$ cat config.mk
export PLATFORM = sky130hd
export DESIGN_NAME = instr_fetch_flat
export DESIGN_NICKNAME = d
export VERILOG_FILES = /design/src/rtl/cpu_pkg.sv /design/src/rtl/instr_fetch_if.sv /design/src/rtl/fetch_queue.sv /design/src/rtl/instr_fetch.sv /design/src/flat_wrapper.sv
export SDC_FILE = /design/constraint.sdc
export NUM_CORES = 1
export LEC_CHECK = 0
export CELL_PAD_IN_SITES_DETAIL_PLACEMENT = 1
export CELL_PAD_IN_SITES_GLOBAL_PLACEMENT = 2
export CORE_AREA = 2 2 103 105
export DETAILED_ROUTE_END_ITERATION = 16
export DIE_AREA = 0 0 105 107
export GPL_TIMING_DRIVEN = 0
export PLACE_DENSITY_LB_ADDON = 0.1
export SLEW_MARGIN = 20
export SYNTH_ARGS = -nofsm -noshare
export SYNTH_HDL_FRONTEND = slang
export SYNTH_SLANG_ARGS = --single-unit
$ cat constraint.sdc
create_clock -name clk -period 4.9 [get_ports clk]
set_clock_uncertainty 0.05 [all_clocks]
set_input_delay 0.49 -clock clk [delete_from_list [all_inputs] [get_ports clk]]
set_output_delay 0.49 -clock clk [all_outputs]
set_load 0.02 [all_outputs]
$ cat src/rtl/cpu_pkg.sv
// Shared CPU definitions: datapath widths, instruction field positions and opcodes.
package cpu_pkg;

  localparam int unsigned ADDR_W  = 8;
  localparam int unsigned INSTR_W = 16;

  localparam int unsigned OPC_MSB = 15;
  localparam int unsigned OPC_LSB = 12;
  localparam int unsigned DST_MSB = 11;
  localparam int unsigned DST_LSB = 6;
  localparam int unsigned SRC_MSB = 5;
  localparam int unsigned SRC_LSB = 0;

  localparam logic [3:0] OPC_NOP = 4'h0;
  localparam logic [3:0] OPC_MVI = 4'hC;
  localparam logic [3:0] OPC_HLT = 4'hF;

  typedef enum logic {StRun, StHalt} fetch_state_e;

  function automatic logic [3:0] get_opcode(input logic [INSTR_W-1:0] instr);
    return instr[OPC_MSB:OPC_LSB];
  endfunction

endpackage

$ cat src/rtl/instr_fetch_if.sv
// Fetch-to-decode instruction handshake: fetch is master, decode is slave.
interface instr_fetch_if #(
  parameter int unsigned ADDR_W  = cpu_pkg::ADDR_W,
  parameter int unsigned INSTR_W = cpu_pkg::INSTR_W
);
  logic               ir_valid;
  logic               ir_ready;
  logic [INSTR_W-1:0] ir_data;
  logic [ADDR_W-1:0]  ir_pc;

  modport master (output ir_valid, ir_data, ir_pc, input ir_ready);
  modport slave  (input ir_valid, ir_data, ir_pc, output ir_ready);
endinterface

$ cat src/rtl/fetch_queue.sv
// Fall-through FIFO of {pc, instr}: a push into an empty queue is visible at the head
// in the same cycle. Synchronous flush has priority over push and pop.
module fetch_queue #(
  parameter int unsigned  ADDR_W  = 8,
  parameter int unsigned  INSTR_W = 16,
  parameter int unsigned  DEPTH   = 2,
  localparam int unsigned CntW    = $clog2(DEPTH + 1)
) (
  input  logic               clk,
  input  logic               rst,
  input  logic               flush,
  input  logic               push,
  input  logic [ADDR_W-1:0]  push_pc,
  input  logic [INSTR_W-1:0] push_instr,
  input  logic               pop,
  output logic               valid,
  output logic [ADDR_W-1:0]  head_pc,
  output logic [INSTR_W-1:0] head_instr,
  output logic [CntW-1:0]    count
);

  localparam int unsigned PtrW = (DEPTH > 1) ? $clog2(DEPTH) : 1;

  logic [ADDR_W-1:0]  pc_mem    [DEPTH];
  logic [INSTR_W-1:0] instr_mem [DEPTH];
  logic [PtrW-1:0]    rd_ptr_q, wr_ptr_q;
  logic [CntW-1:0]    count_q;
  logic               empty, do_push, do_pop, store, adv_rd;

  function automatic logic [PtrW-1:0] ptr_inc(input logic [PtrW-1:0] p);
    return (p == PtrW'(DEPTH - 1)) ? '0 : p + PtrW'(1);
  endfunction

  always_comb begin
    empty      = (count_q == '0);
    do_push    = push & ~flush;
    valid      = ~empty | do_push;
    do_pop     = pop & valid & ~flush;
    // A word bypassed to the head and popped in the same cycle is never stored.
    store      = do_push & ~(empty & do_pop);
    adv_rd     = do_pop & ~empty;
    head_pc    = empty ? push_pc : pc_mem[rd_ptr_q];
    head_instr = empty ? push_instr : instr_mem[rd_ptr_q];
    count      = count_q;
  end

  always_ff @(posedge clk) begin
    if (rst || flush) begin
      rd_ptr_q <= '0;
      wr_ptr_q <= '0;
      count_q  <= '0;
    end else begin
      if (store)  wr_ptr_q <= ptr_inc(wr_ptr_q);
      if (adv_rd) rd_ptr_q <= ptr_inc(rd_ptr_q);
      count_q <= count_q + CntW'(store) - CntW'(adv_rd);
    end
  end

  always_ff @(posedge clk) begin
    if (store) begin
      pc_mem[wr_ptr_q]    <= push_pc;
      instr_mem[wr_ptr_q] <= push_instr;
    end
  end

  always_ff @(posedge clk) begin
    if (!rst && !flush) begin
      a_no_overflow: assert (!(store && !adv_rd && count_q == CntW'(DEPTH)));
    end
  end

endmodule

$ cat src/rtl/instr_fetch.sv
// Fetch stage: owns the PC, issues ROM reads, absorbs the one-cycle ROM latency and
// feeds decode through fetch_queue. Handles redirects and stops on HLT.
module instr_fetch
  import cpu_pkg::*;
#(
  parameter int unsigned      ADDR_W   = cpu_pkg::ADDR_W,
  parameter int unsigned      INSTR_W  = cpu_pkg::INSTR_W,
  parameter int unsigned      DEPTH    = 2,
  parameter logic [ADDR_W-1:0] RESET_PC = '0
) (
  input  logic               clk,
  input  logic               rst,
  output logic               rom_read,
  output logic [ADDR_W-1:0]  rom_addr,
  input  logic [INSTR_W-1:0] rom_data,
  input  logic               redirect_valid,
  input  logic [ADDR_W-1:0]  redirect_pc,
  instr_fetch_if.master      ir,
  output logic               halted
);

  localparam int unsigned CntW = $clog2(DEPTH + 1);

  fetch_state_e       state_q, state_d;
  logic [ADDR_W-1:0]  pc_q, pc_d, tag_q, tag_d;
  logic               inflight_q, inflight_d, discard_q, discard_d;

  logic               q_valid;
  logic [ADDR_W-1:0]  head_pc;
  logic [INSTR_W-1:0] head_instr;
  logic [CntW-1:0]    q_count;
  logic               pop, push, hlt_push, issue;
  logic [CntW:0]      occupancy;

  fetch_queue #(
    .ADDR_W  (ADDR_W),
    .INSTR_W (INSTR_W),
    .DEPTH   (DEPTH)
  ) u_queue (
    .clk        (clk),
    .rst        (rst),
    .flush      (redirect_valid),
    .push       (push),
    .push_pc    (tag_q),
    .push_instr (rom_data),
    .pop        (pop),
    .valid      (q_valid),
    .head_pc    (head_pc),
    .head_instr (head_instr),
    .count      (q_count)
  );

  always_comb begin
    pop       = q_valid & ~rst & ir.ir_ready;
    push      = inflight_q & ~discard_q & ~redirect_valid & ~rst;
    hlt_push  = push & (get_opcode(rom_data) == OPC_HLT);
    // Queued words plus the returning read, less what decode takes this cycle.
    occupancy = {1'b0, q_count} + (CntW+1)'(inflight_q) - (CntW+1)'(pop);
    issue     = ~rst & (state_q == StRun) & ~redirect_valid
              & (occupancy < (CntW+1)'(DEPTH));

    state_d    = state_q;
    pc_d       = pc_q;
    tag_d      = tag_q;
    inflight_d = issue;
    discard_d  = 1'b0;

    if (redirect_valid) begin
      pc_d    = redirect_pc;
      state_d = StRun;
    end else begin
      if (issue) begin
        pc_d  = pc_q + ADDR_W'(1);
        tag_d = pc_q;
      end
      // The read issued alongside the HLT return is dropped; resume point is hlt_pc+1.
      if (hlt_push) begin
        state_d   = StHalt;
        pc_d      = tag_q + ADDR_W'(1);
        discard_d = issue;
      end
    end
  end

  always_ff @(posedge clk) begin
    if (rst) begin
      state_q    <= StRun;
      pc_q       <= RESET_PC;
      tag_q      <= '0;
      inflight_q <= 1'b0;
      discard_q  <= 1'b0;
    end else begin
      state_q    <= state_d;
      pc_q       <= pc_d;
      tag_q      <= tag_d;
      inflight_q <= inflight_d;
      discard_q  <= discard_d;
    end
  end

  assign rom_read    = issue;
  assign rom_addr    = pc_q;
  assign halted      = (state_q == StHalt);
  assign ir.ir_valid = q_valid & ~rst;
  assign ir.ir_data  = (q_valid & ~rst) ? head_instr : '0;
  assign ir.ir_pc    = (q_valid & ~rst) ? head_pc : '0;

endmodule
$ cat src/flat_wrapper.sv
// flat-port wrapper written by rule: the top's interface ports become plain ports
module instr_fetch_flat import cpu_pkg::*;
#(
  parameter int unsigned      ADDR_W   = cpu_pkg::ADDR_W,
  parameter int unsigned      INSTR_W  = cpu_pkg::INSTR_W,
  parameter int unsigned      DEPTH    = 2,
  parameter logic [ADDR_W-1:0] RESET_PC = '0
)
  (clk, rst, rom_read, rom_addr, rom_data, redirect_valid, redirect_pc, halted, ir_ir_valid, ir_ir_data, ir_ir_pc, ir_ir_ready);
  instr_fetch_if #(.ADDR_W(ADDR_W), .INSTR_W(INSTR_W)) ir_i ();
  input  logic clk;
  input  logic rst;
  output logic rom_read;
  output logic [ADDR_W-1:0] rom_addr;
  input  logic [INSTR_W-1:0] rom_data;
  input  logic redirect_valid;
  input  logic [ADDR_W-1:0] redirect_pc;
  output logic halted;
  output wire logic [$bits(ir_i.ir_valid)-1:0] ir_ir_valid;
  output wire logic [$bits(ir_i.ir_data)-1:0] ir_ir_data;
  output wire logic [$bits(ir_i.ir_pc)-1:0] ir_ir_pc;
  input wire logic [$bits(ir_i.ir_ready)-1:0] ir_ir_ready;
  assign ir_ir_valid = ir_i.ir_valid;
  assign ir_ir_data = ir_i.ir_data;
  assign ir_ir_pc = ir_i.ir_pc;
  assign ir_i.ir_ready = ir_ir_ready;
  instr_fetch #(.ADDR_W(ADDR_W), .INSTR_W(INSTR_W), .DEPTH(DEPTH), .RESET_PC(RESET_PC)) u_core (.clk(clk), .rst(rst), .rom_read(rom_read), .rom_addr(rom_addr), .rom_data(rom_data), .redirect_valid(redirect_valid), .redirect_pc(redirect_pc), .ir(ir_i), .halted(halted));
endmodule
==> qor.yml, run 1 <==
drt:
  drcViolationCount: 0
  vias: 2558
  drt-initial-drc-count: 85
  drt-total-wl_mm: 8.74
  post_drt_wl_per_cell_microns: 16.9
  drtAntennaViolNets: 0
  first_pass_iters: 4
  viasPerCell: 4.95
sta:
  drv_slew: 0
  finalSetupViolCount: 0
  max_freq_ghz: 0.212
  relSlewSlack_pct: 47.6
  rsz0062_at_grt: "no"
  hold_slack_ns: 0.418
  finalSetupTns_ns: 0
  setup_slack_ns: 0.178
  post-route-period-util_pct: 96.4
  tightest_slew_ns: 0.786
  hold_viol: 0
  period_needed_ns: 4.72
run_status:
  status: "completed"
hold_path:
  worstHoldStart: "u_core.tag_q[2]"
  holdPathStages: 0
  min_to: "u_core.u_queue.pc_mem[1][2]"
  hp-class: "register to register"
grt:
  grt_pass1_vias: 2624
  grt_pass1_wl_mm: 14.0
  grt_max_degree: 25
  global_route.overflow_total: 0
  antenna_found_initial: 0
  grt_usage_pct: 16.1
setup_path:
  r2r-end: "u_core.rom_addr[5]"
  path_delay_family: "buffers and inverters"
  r2r_cells: 13
  slowest_delay_ns: 0.53
  required_ns: 4.36
  reg2reg_slack_ns: 0.80
  endpoint_kind: "primary output"
  crit_buf_inv: 8
  cp.arrival_ns: 4.18
  cp_common_cell: "buf_6"
  crit_cells: 15
  crit_chain: "clkdlybuf4s50_1 > clkbuf_2 > a21o_4 > clkbuf_4 > nor2_1 > ha_1 > nand2b_1 > fa_1 > or4b_1 > buf_2 > or2_1 > buf_6 > clkinv_4 > buf_6 > clkdlybuf4s15_2"
  cp-start-kind: "primary input"
  r2r-start: "u_core.inflight_q"
  critPathSlowestCell: "clkdlybuf4s50_1"
  path_class: "primary input to primary output"
  cp_max_fo: 10
yosys:
  synth_simple_gate_area_share_pct: 14.5
  synth_compound_area_share_pct: 12.3
  synth_fp_nets: 337
  yosysSeqAreaShare_pct: 56.7
  netlist_area_sq_um: 3390
  synthMuxAreaShare_pct: 7.42
  synth_edf_count: 48
  yosysWarnings: 0
  synth_area_per_cell_sq_um: 11.1
  async_reset_ff_share_pct: 0
  yosysUniqueCellTypes: 52
  synthAdderAreaFrac_pct: 2.07
  synth-seq-cells: 72
  synth-xor-area-share_pct: 2.81
  synthesis.instances: 304
  synth_top_family_by_area: "simple AND/OR/NAND/NOR gates"
  synth_flop_cell: "edfxtp_1"
floorplan:
  die_h_microns: 107
  rows: 37
  die_area_sq_um: 11200
  num_io_pins: 63
  coreArea_sq_um: 10100
  initial_core_util_pct: 33.6
  die_w_microns: 105
place:
  hpwl_mm: 6.13
  place_inst: 502
  place_ws_ns: -0.963
  port_buffers: 62
  globalplace.congestion: 0.764
cells_and_area:
  area_growth_pct: 30.4
  post_route_cells_drive_above_1_share_pct: 8.92
  seqCellArea_sq_um: 1920
  fin_nets: 409
  fin_cells: 517
  multiInputGateArea_sq_um: 1340
  diodes: 0
  nFillCells: 1154
clock_network:
  cts_setup_buffers: 0
  cts_buffers: 9
  cts-htree-levels: 3
  cts_sinks: 72
  cts_tree: "yes"
  clk_latency_ns: 0.35
  cts.clk_slew.worst_paths_ns: 0.08
  clock-root-buffer: "clkbuf_8"
  clockBufferDepth: 2
pwr:
  p_leak_nw: 1.40
  ir_drop_mv: 0.115
  power_density_nw_per_um2: 295
  p_total_mw: 1.30
flow_run:
  max_cap_viol_count: 0
==> cells by family (layout without fill, tap and decap cells) <==
| family | count (synthesis) | count (layout) |
|---|---|---|
| AND/OR/NAND/NOR | 106 | 106 |
| AO/OA/AOI/OAI | 55 | 55 |
| buffers and inverters | 31 | 108 |
| XOR/XNOR | 10 | 10 |
| flip-flops | 72 | 72 |
| adder cells (fa/ha/maj) | 5 | 5 |
| multiplexers | 25 | 25 |
==> power by group <==
part | total, mW | internal, mW | switching (mW)
clock network | 0.522 | 0.288 | 0.234
logic | 0.112 | 0.0545 | 0.0573
registers | 0.668 | 0.655 | 0.0129
total | 1.30 | 0.997 | 0.305
==> state kept, by name, indices dropped and copies added (netlist names), named ones only <==
register / cells
u_core.inflight_q: 1
u_core.u_queue.wr_ptr_q: 1
u_core.rom_addr: 8
u_core.u_queue.instr_mem: 32
u_core.halted: 1
u_core.u_queue.pc_mem: 16
u_core.u_queue.count: 2
u_core.discard_q: 1
u_core.tag_q: 8
u_core.u_queue.rd_ptr_q: 1
==> stage by stage <==
stage                     utilization [%]  instance area, sq um
final                                43.8                  4420
after global routing                 43.8                  4420
after floorplan                         -                  3390
after detailed placement             41.5                  4190
after CTS                            43.7                  4410
after global placement               41.4                  4180
==> timing repair <==
item                                    in CTS  in global routing
endpoints found under the hold margin        0                  0
hold buffers                                 0                  0
endpoints found under the setup margin       2                  1
gates resized for setup                      7                  2
==> layout by cell type (no fill, tap or decap), drive strengths merged, types with 3 or more instances in the layout <==
master and n:
clkdlybuf4s50 60, edfxtp 48, nand2 34, nor2 34
mux2i 24, a211oi 24, dfxtp 24, clkbuf 23
inv 11, a21oi 9, nor3 9, xnor2 7
nand3 6, buf 6, o21ai 5, nand4 4
nor4 4, ha 4, o221ai 3, xor2 3
clkinv 3
==> layer usage <==
layer,track usage (%),vias to the layer above,part of all wire [%]
met5,0,-,0
met4,6.67,0,2.1
met3,3.16,16,3.8
met2,26.5,58,47
met1,20.9,1226,47
li1,-,1258,-
==> worst max path at each step <==
stage	startpoint	to	slack, ns
after floorplan	rst	u_core.rom_addr[5]	0.85
after global placement	rst	rom_read	-0.95
after detailed placement	rst	rom_read	-0.96
after CTS	redirect_valid	rom_read	0.01
after global routing	rst	rom_read	0.006
final	rst	rom_read	0.18
==> final cells by class <==
| cell class | count | share of cell area [%] |
|---|---|---|
| Timing Repair Buffer | 62 | 14.1 |
| Tap cell | 136 | 3.85 |
| Clock inverter | 7 | 2.12 |
| Clock buffer | 9 | 2.80 |
| Inverter | 10 | 0.963 |
| Multi-Input combinational cell | 201 | 30.4 |
| Sequential cell | 72 | 43.5 |
| Buffer | 20 | 2.21 |
==> cells in the mapped netlist, drive strengths merged (2+ instances only) <==
cell | n | area (sq um)
or2 | 2 | 12.5
o221ai | 3 | 32.5
edfxtp | 48 | 1440
xor2 | 3 | 33.8
nor4 | 4 | 25.0
and4 | 2 | 17.5
xnor2 | 7 | 61.3
dfxtp | 24 | 480
or4b | 2 | 20.0
clkbuf | 15 | 56.3
nand4 | 4 | 25.0
a21oi | 9 | 45.0
nand2 | 34 | 128
nor2 | 34 | 128
mux2i | 24 | 240
and2 | 2 | 12.5
buf | 6 | 40.0
inv | 9 | 33.8
nand3 | 6 | 30.0
ha | 4 | 50.1
o21ai | 5 | 25.0
nor3 | 9 | 45.0
a211oi | 24 | 180
Note: power is estimated with default switching activity, not from simulation.
==> run 2, diff against run 1 <==
--- a/config.mk
+++ b/config.mk
@@ -7,12 +7,13 @@
 export LEC_CHECK = 0
 export CELL_PAD_IN_SITES_DETAIL_PLACEMENT = 1
 export CELL_PAD_IN_SITES_GLOBAL_PLACEMENT = 2
-export CORE_AREA = 2 2 103 105
+export CORE_AREA = 2 2 106 108
 export DETAILED_ROUTE_END_ITERATION = 16
-export DIE_AREA = 0 0 105 107
+export DIE_AREA = 0 0 108 110
 export GPL_TIMING_DRIVEN = 0
-export PLACE_DENSITY_LB_ADDON = 0.1
+export PLACE_DENSITY_LB_ADDON = 0.08
 export SLEW_MARGIN = 20
 export SYNTH_ARGS = -nofsm -noshare
 export SYNTH_HDL_FRONTEND = slang
+export SYNTH_HIERARCHICAL = 1
 export SYNTH_SLANG_ARGS = --single-unit
==> run 2 against run 1 <==
Final cell count increased by 5.8%; synthesized cell count up 6.3%; cell area up 4.5%; hold slack better by 0.0036 ns; critical path depth is 1 higher; highest routed layer unchanged; largest power group unchanged.
==> qor.yml, run 2 <==
grt:
  global_route.overflow_total: 0  # unchanged
  antenna_found_initial: 0  # unchanged
  grt_pass1_wl_mm: 14.0  # about the same
  grt_pass1_vias: 2675  # +1.9%
  grt_max_degree: 24  # -4.0%
  grt_usage_pct: 15.6  # -0.57 points
sta:
  hold_viol: 0  # unchanged
  relSlewSlack_pct: 52.2  # +4.7 points
  post-route-period-util_pct: 93.4  # -2.9 points
  finalSetupViolCount: 0  # unchanged
  max_freq_ghz: 0.218  # +3.1%
  period_needed_ns: 4.58  # -0.144 ns
  tightest_slew_ns: 0.716  # -0.0700 ns
  rsz0062_at_grt: "no"
  drv_slew: 0  # unchanged
drt:
  drtAntennaViolNets: 0  # unchanged
  drt-initial-drc-count: 65  # -24%
  first_pass_iters: 4  # unchanged
  drt-total-wl_mm: 8.77  # +0.34%
  viasPerCell: 4.78  # -3.5%
  vias: 2612  # +2.1%
  drcViolationCount: 0  # unchanged
  post_drt_wl_per_cell_microns: 16.0  # -5.2%
clock_network:
  cts-htree-levels: 3  # unchanged
  cts.clk_slew.worst_paths_ns: 0.08  # about the same
  clockBufferDepth: 2  # unchanged
  clk_latency_ns: 0.34  # about the same
  clock-root-buffer: "clkbuf_8"
  cts_tree: "yes"
  cts_sinks: 72  # unchanged
  cts_buffers: 9  # unchanged
pwr:
  p_leak_nw: 1.59  # +14%
  ir_drop_mv: 0.154  # +34%
  power_density_nw_per_um2: 288  # -2.3%
place:
  dpl_cell_area_sq_um: 4330  # +3.4%
  port_buffers: 62  # unchanged
  globalplace.congestion: 0.718  # -6.0%
  hpwl_mm: 6.10  # -0.59%
yosys:
  synth_fp_nets: 356  # +5.6%
  yosysUniqueCellTypes: 43  # -17%
  yosys-top-cells-count: "48 x edfxtp_1, 36 x nand2_1, 36 x nor2_1"
  netlist_area_sq_um: 3470  # +2.4%
  yosysSeqAreaShare_pct: 55.4  # -1.3 points
  synth_flop_cell: "edfxtp_1"
  synth_area_leaders: "edfxtp_1 42%, dfxtp_1 14%, mux2i_1 7.2%, a21oi_1 4.9%, and2_1 4.5%"
  synth-seq-cells: 72  # unchanged
  async_reset_ff_share_pct: 0  # unchanged
  yosys.area.top_type: "edfxtp_1"
  synth_area_per_cell_sq_um: 10.7  # -3.6%
  synthesis.instances: 323  # +6.3%
  yosysTopAreaCellShare_pct: 41.5  # -1.0 points
  synth_edf_count: 48  # unchanged
  synth.most_common_cell: "edfxtp_1"
  yosysWarnings: 6  # +6
cells_and_area:
  diodes: 0  # unchanged
  final_common_cell: "clkdlybuf4s50_1"
  largest_reg_flops: 32  # unchanged
  reg_top3: "u_core/u_queue/instr_mem (32), u_core/u_queue/pc_mem (16)"
  area_growth_pct: 33.0
  fin_nets: 435  # +6.4%
  post_route_cells_drive_above_1_share_pct: 11.1  # +2.1 points
  largest_register: "u_core/u_queue/instr_mem"
  final_util_pct: 43.1  # -0.63 points
  final_cell_mix: "60 x clkdlybuf4s50_1, 48 x edfxtp_1, 36 x nand2_1"
  nFillCells: 1206  # +4.5%
  final_area_sq_um: 4620  # +4.5%
hold_path:
  holdPathStages: 2  # +2
  min_to: "u_core/halted"
  worstHoldStart: "u_core/halted"
  hp-class: "register to register"
floorplan:
  die_w_microns: 108  # +2.9%
  die_h_microns: 110  # +2.8%
  die_area_sq_um: 11900  # +5.7%
  num_io_pins: 63  # unchanged
  initial_core_util_pct: 32.4  # -1.1 points
  coreArea_sq_um: 10700  # +6.0%
  rows: 38  # +2.7%
setup_path:
  endpoint_kind: "primary output"
  cp-start-kind: "primary input"
  cp.arrival_ns: 4.04  # -0.14 ns
  r2r_cells: 16  # +3
  r2r-end: "u_core/rom_addr[5]"
  required_ns: 4.36  # about the same
  r2r-start: "u_core/u_queue/count[1]"
  cp_max_fo: 10  # unchanged
  reg2reg_slack_ns: 0.96  # +0.16 ns
  path_class: "primary input to primary output"
run_status:
  status: "completed"
flow_run:
  max_cap_viol_count: 0  # unchanged
==> run 2: cell count changes after synthesis, moves of 3 or more <==
cell / before / now
and2_1: 2 / 25
nor3_1: 9 / 3
a211oi_1: 24 / 2
xor2_1: 2 / 6
a22oi_1: 0 / 3
buf_2: 2 / 6
nor4_1: 4 / 0
a21oi_1: 9 / 34
clkbuf_1: 15 / 5
==> run 2: repair_timing <==
item,in CTS,in global routing
pin swaps,1,1
hold buffers,0,0
resized for setup,11,0
buffers inserted,1,3
endpoints found under the hold margin,0,0
endpoints found under the setup margin,15,1
==> run 2: kinds of logic after synthesis <==
group | after synthesis | synth area share, %
multiplexers | 25 | 7.21
flip-flops | 72 | 55.4
buffers and inverters | 26 | 3.89
AND/OR/NAND/NOR | 128 | 18.5
XOR/XNOR | 15 | 3.79
AO/OA/AOI/OAI | 52 | 9.23
adder cells (fa/ha/maj) | 5 | 2.02
==> run 2: metal layers <==
| layer | routed length (microns) | GRT usage [%] | vias up |
|---|---|---|---|
| met5 | 0 | 0 | - |
| met4 | 110 | 5.77 | 0 |
| met3 | 325 | 2.59 | 10 |
| met2 | 4180 | 26.2 | 52 |
| met1 | 4150 | 20.3 | 1258 |
| li1 | - | - | 1292 |
==> run 2: through the flow <==
stage / instances / hold slack, ns / setup WS [ns] / power (mW) / TNS, ns
2_1_floorplan: 323 / 0.419 / 0.875 / 0.727 / 0
3_3_place_gp: 525 / 0.404 / -1.29 / 0.783 / -31.54
3_5_place_dp: 527 / 0.411 / -1.35 / 0.785 / -10.31
4_1_cts: 544 / 0.426 / 0.00922 / 1.35 / 0
5_1_grt: 547 / 0.450 / 0.0811 / 1.38 / 0
6_report: 547 / 0.421 / 0.322 / 1.33 / 0
==> run 2: final cells by class <==
type,count,area [sq um],share of cell area [%]
plain buffers,16,113,2.44
flip-flops and latches,72,1920,41.6
clock buffers,9,124,2.68
inverters,10,37.5,0.813
well taps,140,175,3.80
repair buffers,68,698,15.1
multi-input cells,225,1440,31.1
clock inverters,7,110,2.39
==> run 2: how the worst max path moves through the flow <==
stage | from | end | depth (start not counted)
2_1_floorplan | rst | u_core/rom_addr[5] | 15
3_3_place_gp | redirect_valid | rom_read | 15
3_5_place_dp | redirect_valid | rom_read | 15
4_1_cts | rst | rom_read | 16
5_1_grt | rst | rom_read | 16
6_report | rst | rom_read | 16
==> run 2: worst max-delay path, cell delays in order <==
cell and delay (ns):
clkdlybuf4s50_1 0.51, buf_4 0.25, nor4b_4 0.29, nand2b_1 0.10
nand2b_1 0.08, nor2b_4 0.15, clkbuf_8 0.16, and2_1 0.18
ha_1 0.24, nand2b_1 0.15, fa_1 0.49, nor2b_1 0.21
nand3_2 0.13, inv_1 0.12, buf_4 0.19, clkdlybuf4s15_2 0.28
==> run 2: power breakdown <==
| part | total (mW) | switching [mW] | internal (mW) |
|---|---|---|---|
| sequential | 0.668 | 0.0135 | 0.655 |
| combinational | 0.105 | 0.0522 | 0.0528 |
| clock | 0.556 | 0.222 | 0.334 |
==> run 3, diff against run 2 <==
--- a/config.mk
+++ b/config.mk
@@ -7,13 +7,12 @@
 export LEC_CHECK = 0
 export CELL_PAD_IN_SITES_DETAIL_PLACEMENT = 1
 export CELL_PAD_IN_SITES_GLOBAL_PLACEMENT = 2
-export CORE_AREA = 2 2 106 108
+export CORE_AREA = 2 2 103 105
 export DETAILED_ROUTE_END_ITERATION = 16
-export DIE_AREA = 0 0 108 110
+export DIE_AREA = 0 0 105 107
 export GPL_TIMING_DRIVEN = 0
 export PLACE_DENSITY_LB_ADDON = 0.08
 export SLEW_MARGIN = 20
 export SYNTH_ARGS = -nofsm -noshare
 export SYNTH_HDL_FRONTEND = slang
-export SYNTH_HIERARCHICAL = 1
 export SYNTH_SLANG_ARGS = --single-unit
==> run 3 against run 2 <==
Routed wire length decreased by 3.1%; combinational power increased by 6%; register-to-register slack got worse by 0.12 ns; flip-flop and latch count unchanged; critical path depth shrank 1; final cell count down 5.5%.
==> qor.yml, run 3 (synthesized netlist as in run 1, its figures left out) <==
sta:
  finalSetupTns_ns: 0  # unchanged
  hold_viol: 0  # unchanged
  max_freq_ghz: 0.219  # +0.48%
  drv_slew: 0  # unchanged
  post-route-period-util_pct: 93.0  # -0.45 points
  finalSetupViolCount: 0  # unchanged
  relSlewSlack_pct: 47.6  # -4.7 points
  rsz0062_at_grt: "no"
  hold_slack_ns: 0.403  # -0.0186 ns
  period_needed_ns: 4.56  # -0.0218 ns
  tightest_slew_ns: 0.787  # +0.0704 ns
grt:
  global_route.overflow_total: 0  # unchanged
  grt_max_degree: 25  # +4.2%
  grt_pass1_vias: 2685  # +0.37%
  grt_usage_pct: 16.1  # +0.52 points
  grt_pass1_wl_mm: 14.1  # +0.35%
  antenna_found_initial: 0  # unchanged
cells_and_area:
  final_cell_mix: "60 x clkdlybuf4s50_1, 48 x edfxtp_1, 34 x nand2_1"
  largest_reg_flops: 32  # unchanged
  multiInputGateArea_sq_um: 1350  # -5.9%
  reg_top3: "u_core.u_queue.instr_mem (32), u_core.u_queue.pc_mem (16)"
  seqCellArea_sq_um: 1920  # unchanged
  nFillCells: 1135  # -5.9%
  final_common_cell: "clkdlybuf4s50_1"
  diodes: 0  # unchanged
  final_area_sq_um: 4430  # -4.1%
  area_growth_pct: 30.7
  post_route_cells_drive_above_1_share_pct: 9.45  # -1.6 points
  largest_register: "u_core.u_queue.instr_mem"
  fin_nets: 409  # -6.0%
place:
  port_buffers: 62  # unchanged
  globalplace.congestion: 0.766  # +6.7%
  hpwl_mm: 6.10  # +0.12%
  dpl_cell_area_sq_um: 4190  # -3.3%
pwr:
  p_int_mw: 0.999  # -4.1%
  p_leak_nw: 1.40  # -12%
  clkPwrFrac_pct: 39.9  # -1.9 points
  p_total_mw: 1.30  # -2.5%
  switchingPower_mw: 0.297  # +3.2%
  power_density_nw_per_um2: 293  # +1.6%
  p_seq_share_pct: 51.5  # +1.2 points
  power_frac_comb_pct: 8.6  # +0.7 points
  p_sw_share_pct: 22.9  # +1.3 points
  ir_drop_mv: 0.112  # -27%
run_status:
  status: "completed"
floorplan:
  die_w_microns: 105  # -2.8%
  coreArea_sq_um: 10100  # -5.7%
  die_area_sq_um: 11200  # -5.4%
  die_h_microns: 107  # -2.7%
  rows: 37  # -2.6%
  initial_core_util_pct: 33.6  # +1.1 points
  num_io_pins: 63  # unchanged
clock_network:
  cts-htree-levels: 3  # unchanged
  cts_tree: "yes"
  cts_sinks: 72  # unchanged
  clk_latency_ns: 0.33  # about the same
  clockBufferDepth: 2  # unchanged
  cts_buffers: 9  # unchanged
  cts_setup_buffers: 0  # -1
  cts.clk_slew.worst_paths_ns: 0.08  # about the same
  clock-root-buffer: "clkbuf_8"
drt:
  wl_met1_mm: 4.13  # -0.55%
  maxUsedRoutingLayer: "met4"
  drcViolationCount: 0  # unchanged
  first_pass_iters: 4  # unchanged
  vias: 2529  # -3.2%
  route.met2.wl_mm: 4.01  # -4.1%
  drt-initial-drc-count: 64  # -1.5%
  drt-total-wl_mm: 8.49  # -3.1%
  drtAntennaViolNets: 0  # unchanged
  dr_wl_met3_microns: 267  # -18%
  post_drt_wl_per_cell_microns: 16.4  # +2.5%
  viasPerCell: 4.89  # +2.4%
setup_path:
  path_class: "primary input to primary output"
  cp.arrival_ns: 4.02  # -0.02 ns
  cp_max_fo: 10  # unchanged
  cp-start-kind: "primary input"
  required_ns: 4.36  # about the same
  endpoint_kind: "primary output"
hold_path:
  hp-class: "register to register"
flow_run:
  max_cap_viol_count: 0  # unchanged
run 3: cell types whose count changed in the layout (fill, tap and decap cells not counted), sizes merged, moves of 4 or more:
cell / change
clkbuf: +10
buf: -10
nor3: +6
and2: -24
a21oi: -26
nor4: +4
a211oi: +22
run 3: worst max-delay path, stage by stage:
cell	delay [ns]
clkdlybuf4s50_1	0.52
clkbuf_2	0.30
a21o_4	0.19
clkbuf_8	0.19
nor2_2	0.05
ha_1	0.25
nand2b_1	0.16
fa_1	0.49
or4b_1	0.43
buf_2	0.19
or2_1	0.25
buf_6	0.14
clkinv_4	0.05
buf_6	0.13
buf_2	0.17
run 3: repair_timing:
item                                    in CTS  in global routing
resized for setup                            9                  4
hold buffers                                 0                  0
pin swaps                                    0                  0
endpoints found under the setup margin       2                  1
run 3: final timing paths:
check,cells past startpoint,end,slack [ns],start
setup / recovery,15,rom_read,0.34,rst
hold / removal,0,u_core.u_queue.pc_mem[0][2],0.40,u_core.tag_q[2]
setup reg to reg,13,u_core.rom_addr[5],0.84,u_core.inflight_q
hold reg to reg,0,u_core.u_queue.pc_mem[0][2],0.40,u_core.tag_q[2]
run 3: power groups by stage:
| stage | logic, mW | clock network (mW) | registers [mW] |
|---|---|---|---|
| 3_5_place_dp | 0.112 | 0 | 0.682 |
| 6_report | 0.111 | 0.517 | 0.668 |
| 4_1_cts | 0.113 | 0.536 | 0.668 |
| 2_1_floorplan | 0.0494 | 0 | 0.683 |
| 3_3_place_gp | 0.110 | 0 | 0.682 |
| 5_1_grt | 0.122 | 0.559 | 0.670 |
run 3: cell type report:
class	instances	share of cell area (%)
flip-flops and latches	72	43.4
multi-input cells	201	30.5
repair buffers	62	14.0
well taps	136	3.84
clock buffers	10	2.88
plain buffers	20	2.35
clock inverters	6	2.09
inverters	10	0.961
run 3: through the flow:
step	setup WS (ns)	util, %	std cells
floorplan	0.845	-	304
global placement	-1.00	41.4	502
detailed placement	-0.963	41.5	502
CTS	0.0208	43.8	517
global route	0.134	43.9	517
finish	0.343	43.9	517
run 3: per-layer routing:
metal,GRT usage [%],up-vias
li1,-,1267
met1,21.4,1207
met2,26.5,49
met3,2.80,6
met4,5.81,0
met5,0,-
